**config.mk**
```make
export PLATFORM = sky130hd
export DESIGN_NAME = acct_window_sched
export DESIGN_NICKNAME = d
export VERILOG_FILES = /design/src/rtl/acct_pkg.sv /design/src/rtl/acct_credit_cnt.sv /design/src/rtl/acct_window_sched.sv
export SDC_FILE = /design/constraint.sdc
export NUM_CORES = 1
export LEC_CHECK = 0
export ABC_CLOCK_PERIOD_IN_PS = 4350
export CAP_MARGIN = 20
export CORE_ASPECT_RATIO = 0.7
export CORE_MARGIN = 2
export CORE_UTILIZATION = 56
export DETAILED_ROUTE_END_ITERATION = 12
export GPL_ROUTABILITY_DRIVEN = 1
export PLACE_DENSITY = 0.8
export SLEW_MARGIN = 20
export SYNTH_ARGS = -nofsm -noshare
export SYNTH_HDL_FRONTEND = slang
export SYNTH_SLANG_ARGS = --single-unit
export TNS_END_PERCENT = 1
```
**constraint.sdc**
```tcl
create_clock -name clk -period 4.35 [get_ports clk]
set_input_delay 0.435 -clock clk [delete_from_list [all_inputs] [get_ports clk]]
set_output_delay 0.435 -clock clk [all_outputs]
set_load 0.05 [all_outputs]
```
**src/rtl/acct_pkg.sv**
```systemverilog
// Shared constants for the account min-cost window scheduler: FSM encoding,
// frame length limits and window depth.
package acct_pkg;

  localparam logic [2:0] ST_IDLE = 3'd0;
  localparam logic [2:0] ST_CLR  = 3'd1;
  localparam logic [2:0] ST_FILL = 3'd2;
  localparam logic [2:0] ST_RUN  = 3'd3;
  localparam logic [2:0] ST_FIN  = 3'd4;

  localparam int unsigned MIN_LEN = 5;
  localparam int unsigned MAX_LEN = 4000;
  localparam int unsigned WINDOW  = 5;

  // Credit counter width; holds CREDITS up to 15.
  localparam int unsigned CRD_W = 4;

  function automatic logic len_legal(input int unsigned len);
    return (len >= MIN_LEN) && (len <= MAX_LEN);
  endfunction

endpackage

```
**src/rtl/acct_credit_cnt.sv**
```systemverilog
// Downstream output-slot credit counter: reloads on init, one slot per consume,
// one per return; a return with every slot already free is flagged, not counted.
module acct_credit_cnt
  import acct_pkg::*;
#(
  parameter int CREDITS = 8
) (
  input  logic clk,
  input  logic rst_n,
  input  logic init_i,
  input  logic consume_i,
  input  logic ret_i,
  output logic avail_o,
  output logic ovf_o
);

  localparam logic [CRD_W-1:0] FULL = CRD_W'(CREDITS);

  logic [CRD_W-1:0] cnt_q, cnt_d;
  logic             full;

  assign full    = (cnt_q == FULL);
  assign avail_o = (cnt_q != '0);

  // A consume and return in the same cycle cancel, even when full.
  always_comb begin
    cnt_d = cnt_q;
    ovf_o = 1'b0;
    if (init_i) begin
      cnt_d = FULL;
    end else begin
      case ({consume_i, ret_i})
        2'b10: if (cnt_q != '0) cnt_d = cnt_q - 1'b1;
        2'b01: begin
          if (full) ovf_o = 1'b1;
          else      cnt_d = cnt_q + 1'b1;
        end
        default: cnt_d = cnt_q;
      endcase
    end
  end

  always_ff @(posedge clk) begin
    if (!rst_n) cnt_q <= FULL;
    else        cnt_q <= cnt_d;
  end

endmodule

```
**src/rtl/acct_window_sched.sv**
```systemverilog
// Frame controller for the 5-deep min(A*T) window datapath: clears it, fills
// WINDOW-1 samples, then emits one result per accepted sample under credit flow.
module acct_window_sched
  import acct_pkg::*;
#(
  parameter int CREDITS = 8,
  parameter int LSIZE   = 12
) (
  input  logic             clk,
  input  logic             rst_n,
  input  logic             start,
  input  logic [LSIZE-1:0] cfg_len,
  input  logic             in_valid,
  output logic             ready,
  input  logic             credit_ret,
  output logic             dp_clear,
  output logic             dp_shift,
  output logic             dp_emit,
  output logic             busy,
  output logic             done,
  output logic             err,
  output logic [LSIZE-1:0] out_cnt
);

  // in_cnt value at which the accept completes the window pre-fill.
  localparam logic [LSIZE-1:0] FILL_LAST = LSIZE'(WINDOW - 2);

  logic [2:0]       state_q, state_d;
  logic [LSIZE-1:0] len_q, len_d;
  logic [LSIZE-1:0] in_cnt_q, in_cnt_d;
  logic [LSIZE-1:0] out_cnt_q, out_cnt_d;
  logic             err_q, busy_q, done_q, clear_q;

  logic             accept, more, cfg_ok, start_ok, start_bad;
  logic             crd_avail, crd_ovf;

  assign more      = (in_cnt_q < len_q);
  assign cfg_ok    = len_legal(32'(cfg_len));
  assign start_ok  = (state_q == ST_IDLE) && start && cfg_ok;
  assign start_bad = (state_q == ST_IDLE) && start && !cfg_ok;

  always_comb begin
    ready = 1'b0;
    case (state_q)
      ST_FILL: ready = more;
      ST_RUN:  ready = more && crd_avail;
      default: ready = 1'b0;
    endcase
  end

  assign accept   = in_valid && ready;
  assign dp_shift = accept;
  assign dp_emit  = accept && (state_q == ST_RUN);

  acct_credit_cnt #(
    .CREDITS (CREDITS)
  ) u_credit (
    .clk       (clk),
    .rst_n     (rst_n),
    .init_i    (start_ok),
    .consume_i (dp_emit),
    .ret_i     (credit_ret),
    .avail_o   (crd_avail),
    .ovf_o     (crd_ovf)
  );

  always_comb begin
    state_d   = state_q;
    len_d     = len_q;
    in_cnt_d  = in_cnt_q;
    out_cnt_d = out_cnt_q;
    if (accept)  in_cnt_d  = in_cnt_q + 1'b1;
    if (dp_emit) out_cnt_d = out_cnt_q + 1'b1;
    case (state_q)
      ST_IDLE: begin
        // Counters clear on entry so CLR already shows a fresh frame.
        if (start_ok) begin
          state_d   = ST_CLR;
          len_d     = cfg_len;
          in_cnt_d  = '0;
          out_cnt_d = '0;
        end
      end
      ST_CLR:  state_d = ST_FILL;
      ST_FILL: if (accept && (in_cnt_q == FILL_LAST)) state_d = ST_RUN;
      ST_RUN:  if (accept && (in_cnt_d == len_q))     state_d = ST_FIN;
      ST_FIN:  state_d = ST_IDLE;
      default: state_d = ST_IDLE;
    endcase
  end

  always_ff @(posedge clk) begin
    if (!rst_n) begin
      state_q   <= ST_IDLE;
      len_q     <= '0;
      in_cnt_q  <= '0;
      out_cnt_q <= '0;
      err_q     <= 1'b0;
      busy_q    <= 1'b0;
      done_q    <= 1'b0;
      clear_q   <= 1'b0;
    end else begin
      state_q   <= state_d;
      len_q     <= len_d;
      in_cnt_q  <= in_cnt_d;
      out_cnt_q <= out_cnt_d;
      err_q     <= err_q | start_bad | crd_ovf;
      busy_q    <= (state_d != ST_IDLE);
      done_q    <= (state_d == ST_FIN);
      clear_q   <= (state_d == ST_CLR);
    end
  end

  assign busy     = busy_q;
  assign done     = done_q;
  assign dp_clear = clear_q;
  assign err      = err_q;
  assign out_cnt  = out_cnt_q;

endmodule

```
==> results.yml, run 1 <==
logic_synthesis:
  synth_edf_count: 0
  synth_ff_type: "dfxtp_1"
  ys_seq_area_share_pct: 32.9
  synthCells: 336
  synth_async_sr_flop_share_pct: 0
  yosys.cell_types.count: 57
  syn_nets: 369
  syn_avg_cell_area_sq_um: 8.51
  yosys_warnings: 0
  ys_seq_elements: 47
  synthesis.area_sq_mm: 0.00286
global_route:
  grt_pass1_wl_microns: 11600
  antenna_found_initial: 0
  grt_max_degree: 20
  grt_use_total_pct: 26.1
  grt_pass1_vias: 2436
  grt_overflow: 0
timing:
  post-route-period-util_pct: 84.6
  relSlewSlack_pct: 54.5
  slew_viol_final: 0
  timing.fmax_ghz: 0.272
  skew_ns: 0.00542
  rsz0062_at_grt: "false"
  final.min_clock_period_ns: 3.68
  hold_viol: 0
  finalSetupTns_ns: 0
  tightest_slew_ns: 0.683
  finalSetupViolCount: 0
power:
  ir_drop_mv: 0.211
  power.total_mw: 0.935
  power_density_mw_per_mm2: 277
  pwr-share-comb_pct: 17.5
  p_leak_nw: 1.25
  power.internal_mw: 0.681
  swShare_pct: 27.2
  p_switching_mw: 0.254
  pwr-share-clk_pct: 33.4
  seqPwrFrac_pct: 49.1
layout:
  nets: 403
  fillers: 410
  drive_gt1_share_pct: 6.76
  syn_to_final_growth_pct: 17.8
  final_core_util_pct: 69.3
  final_cell_area_sq_mm: 0.00337
  antenna_cells: 0
drt:
  routed_wl_microns: 6900
  top_layer: "met4"
  drt-pass1-iter-count: 4
  num_vias: 2546
  routedWlPerCell_microns: 15.7
  ant_nets: 0
  wl_met3_microns: 500
  wl_met2_microns: 2920
  met1_length_microns: 3410
  drtIter0Drc: 222
  viasPerCell: 5.80
  drc: 0
die:
  dieArea_sq_mm: 0.00570
  ios: 36
  fp.dieH_microns: 63.8
  rows: 21
  core-area_sq_mm: 0.00486
  initial_core_util_pct: 58.8
  fp.dieW_microns: 89.4
clock_network:
  htree_levels: 2
  tritoncts: "built"
  cts_resized: 0
  clockBufferDepth: 2
  cts-buffers-inserted: 5
  root_buffer: "clkbuf_8"
  cts_hold_buffers: 0
  clk_latency_ns: 0.30
  cts.sinks: 47
  clk_pin_slew_ns: 0.08
  post_cts_buffers: 0
setup_path:
  cp_slowest_cell: "clkdlybuf4s50_1"
  worst-setup-path-type: "flip-flop to primary output"
  crit_arrival_ns: 3.25
  worstPathCellList: "inv_1 > ha_1 > nand4_1 > o2111ai_4 > a311oi_4 > nand3_4 > nor2_8 > clkdlybuf4s50_1"
  critPathLaunchType: "flip-flop"
  cp_max_fo: 10
  cp.required_ns: 3.91
  crit_path_end_kind: "primary output"
  max_stage_delay_ns: 0.84
flow_run:
  cap_violations: 0
place:
  placed_area_sq_mm: 0.00327
  io_buffers: 35
  place_congestion: 0.928
  dp_hpwl_microns: 5190
worst_hold_path:
  hp-class: "flip-flop to flip-flop"
outcome:
  status: "completed"
cells by family after synthesis:
family / after synthesis / synth area share, %
AOI/OAI and AO/OA: 55 / 13.5
xor gates and xnor gates: 28 / 8.57
and+or+nand+nor: 144 / 27.3
buffers and inverters: 28 / 4.16
DFF: 47 / 32.9
muxes: 18 / 6.34
adders and majority gates: 16 / 7.26
routing by layer:
layer  vias up  track usage, %
met5         -               0
met4         0            7.65
met3         9            4.78
met2        88            37.9
met1      1187            39.3
li1       1262               -
power groups by stage:
stage	combinational, mW	clock, mW	sequential, mW
2_1_floorplan	0.105	0	0.472
3_5_place_dp	0.162	0	0.468
4_1_cts	0.163	0.315	0.458
3_3_place_gp	0.159	0	0.467
6_report	0.163	0.312	0.459
5_1_grt	0.177	0.332	0.461
synth_stat cells, drive strengths merged, types with 2 or more instances:
cell type | count | share of area [%]
dfxtp | 47 | 33
nand2 | 34 | 4.5
nor2 | 32 | 4.8
a21oi | 20 | 3.5
mux2i | 17 | 5.9
ha | 15 | 6.6
inv | 15 | 2.0
nand4 | 14 | 3.6
xnor2 | 14 | 4.3
xor2 | 14 | 4.3
o21ai | 13 | 2.4
nor2b | 12 | 2.6
nand3 | 11 | 2.4
clkbuf | 9 | 1.5
nor3 | 8 | 1.4
and3 | 7 | 1.5
or3 | 7 | 1.6
nand2b | 4 | 0.87
buf | 3 | 0.52
nor4 | 3 | 0.66
nor4b | 3 | 0.92
a211oi | 2 | 0.52
a21o | 2 | 0.52
a311oi | 2 | 1.2
and2 | 2 | 0.48
and4 | 2 | 0.66
o211ai | 2 | 0.52
o21a | 2 | 0.52
or4 | 2 | 0.52
final cells by class:
cell class	count	area, sq um	area share (%)
tap	69	86.3	2.56
timing repair buffer	39	380	11.3
clock inverter	1	30.0	0.891
sequential	47	941	27.9
clock buffer	6	72.6	2.15
multi-input combinational	261	1800	53.4
inverter	16	60.1	1.78
sequential cells by signal, summed over array words and instances, names as in the netlist:
signal	cells
in_cnt_q	12
len_q	12
out_cnt	12
u_credit.cnt_q	4
state_q	3
busy	1
done	1
dp_clear	1
err	1
critical path, delay by kind of cell, from the launching register on:
kind	cells	cell delay [ns]
adder cells (fa/ha/maj)	1	0.33
flip-flops	1	0.42
AO/OA/AOI/OAI	2	0.59
AND/OR/NAND/NOR	3	0.68
buffers and inverters	2	0.93
through the flow:
stage                     setup WS (ns)  hold WS (ns)  std cells
after global routing              0.564         0.513        439
after global placement             1.14         0.452        432
after detailed placement           1.00         0.465        432
after floorplan                    1.36         0.456        336
final                             0.668         0.484        439
after CTS                         0.703         0.490        439
cell usage in the layout (no fill, tap or decap), types with 2 or more instances in the layout:
master           Yosys  layout
xor2_1              14      14
nor2_1              31      31
nand4_1             13      13
xnor2_1             14      14
nor3_1               8       8
o21ai_0             10      10
nand2_1             34      34
inv_1               15      15
a211oi_1             2       2
o211ai_1             2       2
nand2b_1             4       4
o21a_1               2       2
or3_1                6       6
nand3_1             10      10
mux2i_1             17      17
nor2b_1             12      12
nor4b_1              3       3
clkdlybuf4s50_1      0      35
buf_4                0       4
a21o_1               2       2
and3_1               7       7
clkbuf_8             1       5
dfxtp_1             47      47
or4_1                2       2
nor4_1               3       3
o21ai_1              2       2
a21oi_1             20      20
ha_1                15      15
final timing paths:
path | endpoint | startpoint | slack, ns | cells after the start
setup / recovery | dp_emit | len_q[9]$_SDFFE_PN0P_ | 0.67 | 8
hold / removal | err$_SDFF_PN0_ | err$_SDFF_PN0_ | 0.48 | 1
setup reg to reg | u_credit.cnt_q[3]$_SDFFE_PP1P_ | len_q[9]$_SDFFE_PN0P_ | 0.93 | 13
hold reg to reg | err$_SDFF_PN0_ | err$_SDFF_PN0_ | 0.48 | 1
Note: power is estimated with default switching activity, not from simulation.
==> inputs of run 2 (changes only) <==
--- a/config.mk
+++ b/config.mk
@@ -5,14 +5,14 @@
 export SDC_FILE = /design/constraint.sdc
 export NUM_CORES = 1
 export LEC_CHECK = 0
-export ABC_CLOCK_PERIOD_IN_PS = 4350
+export ABC_CLOCK_PERIOD_IN_PS = 3000
 export CAP_MARGIN = 20
 export CORE_ASPECT_RATIO = 0.7
 export CORE_MARGIN = 2
-export CORE_UTILIZATION = 56
+export CORE_UTILIZATION = 50
 export DETAILED_ROUTE_END_ITERATION = 12
 export GPL_ROUTABILITY_DRIVEN = 1
-export PLACE_DENSITY = 0.8
+export PLACE_DENSITY = 0.76
 export SLEW_MARGIN = 20
 export SYNTH_ARGS = -nofsm -noshare
 export SYNTH_HDL_FRONTEND = slang
==> constraint.sdc (replaced) <==
create_clock -name clk -period 3 [get_ports clk]
set_input_delay 0.3 -clock clk [delete_from_list [all_inputs] [get_ports clk]]
set_output_delay 0.3 -clock clk [all_outputs]
set_load 0.05 [all_outputs]
==> run 2 against run 1 <==
  * Cell area rose by 3.6%
  * Final cell count up 4.8%
  * Sequential power is 45% higher
  * Utilization decreased by 7.1 points
  * Total power up 39%
  * Sequential share of layout area down 0.97 points
  * Die area grew 11%
  * Hold slack got worse by 0.0059 ns
  * Via count increased by 0.67%
  * First-iteration DRC count down 18%
  * Critical path depth up 5
  * Non-clock buffer count up 14
  * Critical endpoint is now u_credit.cnt_q[3]$_SDFFE_PP1P_
  * Largest cell class unchanged
==> results.yml, run 2 (synthesis gave the netlist of run 1 again) <==
timing:
  finalSetupViolCount: 0
  tightest_slew_ns: 0.598
  rsz0062_at_grt: "false"
  timing.fmax_ghz: 0.355
  relSlewSlack_pct: 60.0
  slew_viol_final: 0
  final.min_clock_period_ns: 2.82
  skew_ns: 0.00552
  post-route-period-util_pct: 93.9
  setup_slack_ns: 0.182
  finalSetupTns_ns: 0
  hold_viol: 0
global_route:
  grt_use_total_pct: 23.0
  grt_pass1_wl_microns: 11200
  grt_max_degree: 30
  antenna_found_initial: 0
  grt_overflow: 0
  grt_pass1_vias: 2273
setup_path:
  cp.required_ns: 3.20
  critPathLaunchType: "flip-flop"
  worst-setup-path-type: "flip-flop to flip-flop"
  cp_max_fo: 3
  crit_arrival_ns: 3.02
  crit_path_end_kind: "flip-flop"
power:
  power.total_mw: 1.30
  p_switching_mw: 0.385
  p_leak_nw: 1.33
  seqPwrFrac_pct: 51.2
  pwr-share-comb_pct: 18.8
  ir_drop_mv: 0.265
  power_density_mw_per_mm2: 372
  pwr-share-clk_pct: 30.0
  power.internal_mw: 0.914
  swShare_pct: 29.7
clock_network:
  cts-buffers-inserted: 5
  clockBufferDepth: 2
  clk_latency_ns: 0.30
  clk_pin_slew_ns: 0.09
  post_cts_buffers: 0
  cts_hold_buffers: 0
  htree_levels: 2
  root_buffer: "clkbuf_8"
  cts.sinks: 47
  tritoncts: "built"
drt:
  top_layer: "met4"
  routedWlPerCell_microns: 15.1
  drc: 0
  wl_met2_microns: 2940
  viasPerCell: 5.57
  met1_length_microns: 3390
  drtIter0Drc: 181
  wl_met3_microns: 573
  num_vias: 2563
  routed_wl_microns: 6960
  drt-pass1-iter-count: 4
  ant_nets: 0
layout:
  antenna_cells: 0
  final_cell_area_sq_mm: 0.00349
  layout_common_cells: "dfxtp_1 (47), nand2_1 (34), clkdlybuf4s50_1 (32)"
  final_common_cell: "dfxtp_1"
  drive_gt1_share_pct: 11.7
  syn_to_final_growth_pct: 22.1
  nets: 417
  final_core_util_pct: 62.2
outcome:
  status: "completed"
place:
  place_congestion: 0.897
  place_ws_ns: 0.0544
  dp_hpwl_microns: 5270
  placed_area_sq_mm: 0.00340
  io_buffers: 35
die:
  initial_core_util_pct: 51.0
  fp.dieH_microns: 67.3
  rows: 23
  fp.dieW_microns: 94.4
  dieArea_sq_mm: 0.00635
  core-area_sq_mm: 0.00561
  ios: 36
flow_run:
  cap_violations: 0
worst_hold_path:
  hp-class: "flip-flop to flip-flop"
## run 2: final timing paths
| path | end | depth (start not counted) | start | slack, ns |
|---|---|---|---|---|
| max | u_credit.cnt_q[3]$_SDFFE_PP1P_ | 13 | len_q[7]$_SDFFE_PN0P_ | 0.18 |
| min | err$_SDFF_PN0_ | 1 | err$_SDFF_PN0_ | 0.48 |
| max reg2reg | u_credit.cnt_q[3]$_SDFFE_PP1P_ | 13 | len_q[7]$_SDFFE_PN0P_ | 0.18 |
| min reg2reg | err$_SDFF_PN0_ | 1 | err$_SDFF_PN0_ | 0.48 |
## run 2: layer usage
| layer | vias to the layer above | GRT usage [%] |
|---|---|---|
| met2 | 87 | 33.9 |
| met5 | - | 0 |
| met1 | 1189 | 34.6 |
| met3 | 5 | 4.69 |
| li1 | 1282 | - |
| met4 | 0 | 5.43 |
## run 2: cell type report
class,count,area (sq um)
multi-input combinational,261,1810
inverter,16,60.1
timing repair buffer,53,503
clock buffer,6,72.6
sequential,47,941
clock inverter,2,12.5
tap,75,93.8
fill,477,2120
## run 2: power by group through the flow
stage | Combinational, mW | Clock (mW) | Sequential [mW]
floorplan | 0.152 | 0 | 0.685
global placement | 0.239 | 0 | 0.678
detailed placement | 0.240 | 0 | 0.679
CTS | 0.242 | 0.394 | 0.664
global route | 0.265 | 0.422 | 0.668
finish | 0.244 | 0.390 | 0.665
## run 2: worst max-delay path, cell delays in order, from the launching register on
cell and delay (ns):
dfxtp_1 0.41, inv_1 0.06, ha_1 0.32, a21oi_2 0.23, o2111ai_4 0.14, a311oi_4 0.30
nand3_4 0.11, o21ai_2 0.19, ha_1 0.25, a21o_1 0.17, a21oi_1 0.18, xnor2_1 0.15
nand2_1 0.09, mux2i_1 0.12
## run 2: what timing repair did
action                                  in CTS  in global routing
gates resized for setup                      0                  3
endpoints found under the setup margin       0                  2
hold endpoints to repair                     0                  0
## run 2: metrics by stage
stage,hold WS [ns],instances
after floorplan,0.456,336
after global placement,0.454,452
after detailed placement,0.456,452
after CTS,0.483,460
after global routing,0.507,460
final,0.478,460
==> inputs of run 3 (changes only) <==
--- a/config.mk
+++ b/config.mk
@@ -6,7 +6,7 @@
 export NUM_CORES = 1
 export LEC_CHECK = 0
 export ABC_CLOCK_PERIOD_IN_PS = 3000
-export CAP_MARGIN = 20
+export CAP_MARGIN = 30
 export CORE_ASPECT_RATIO = 0.7
 export CORE_MARGIN = 2
 export CORE_UTILIZATION = 50
==> results of run 3 <==
The final DEF is identical to that of run 2; final timing and power are the same.
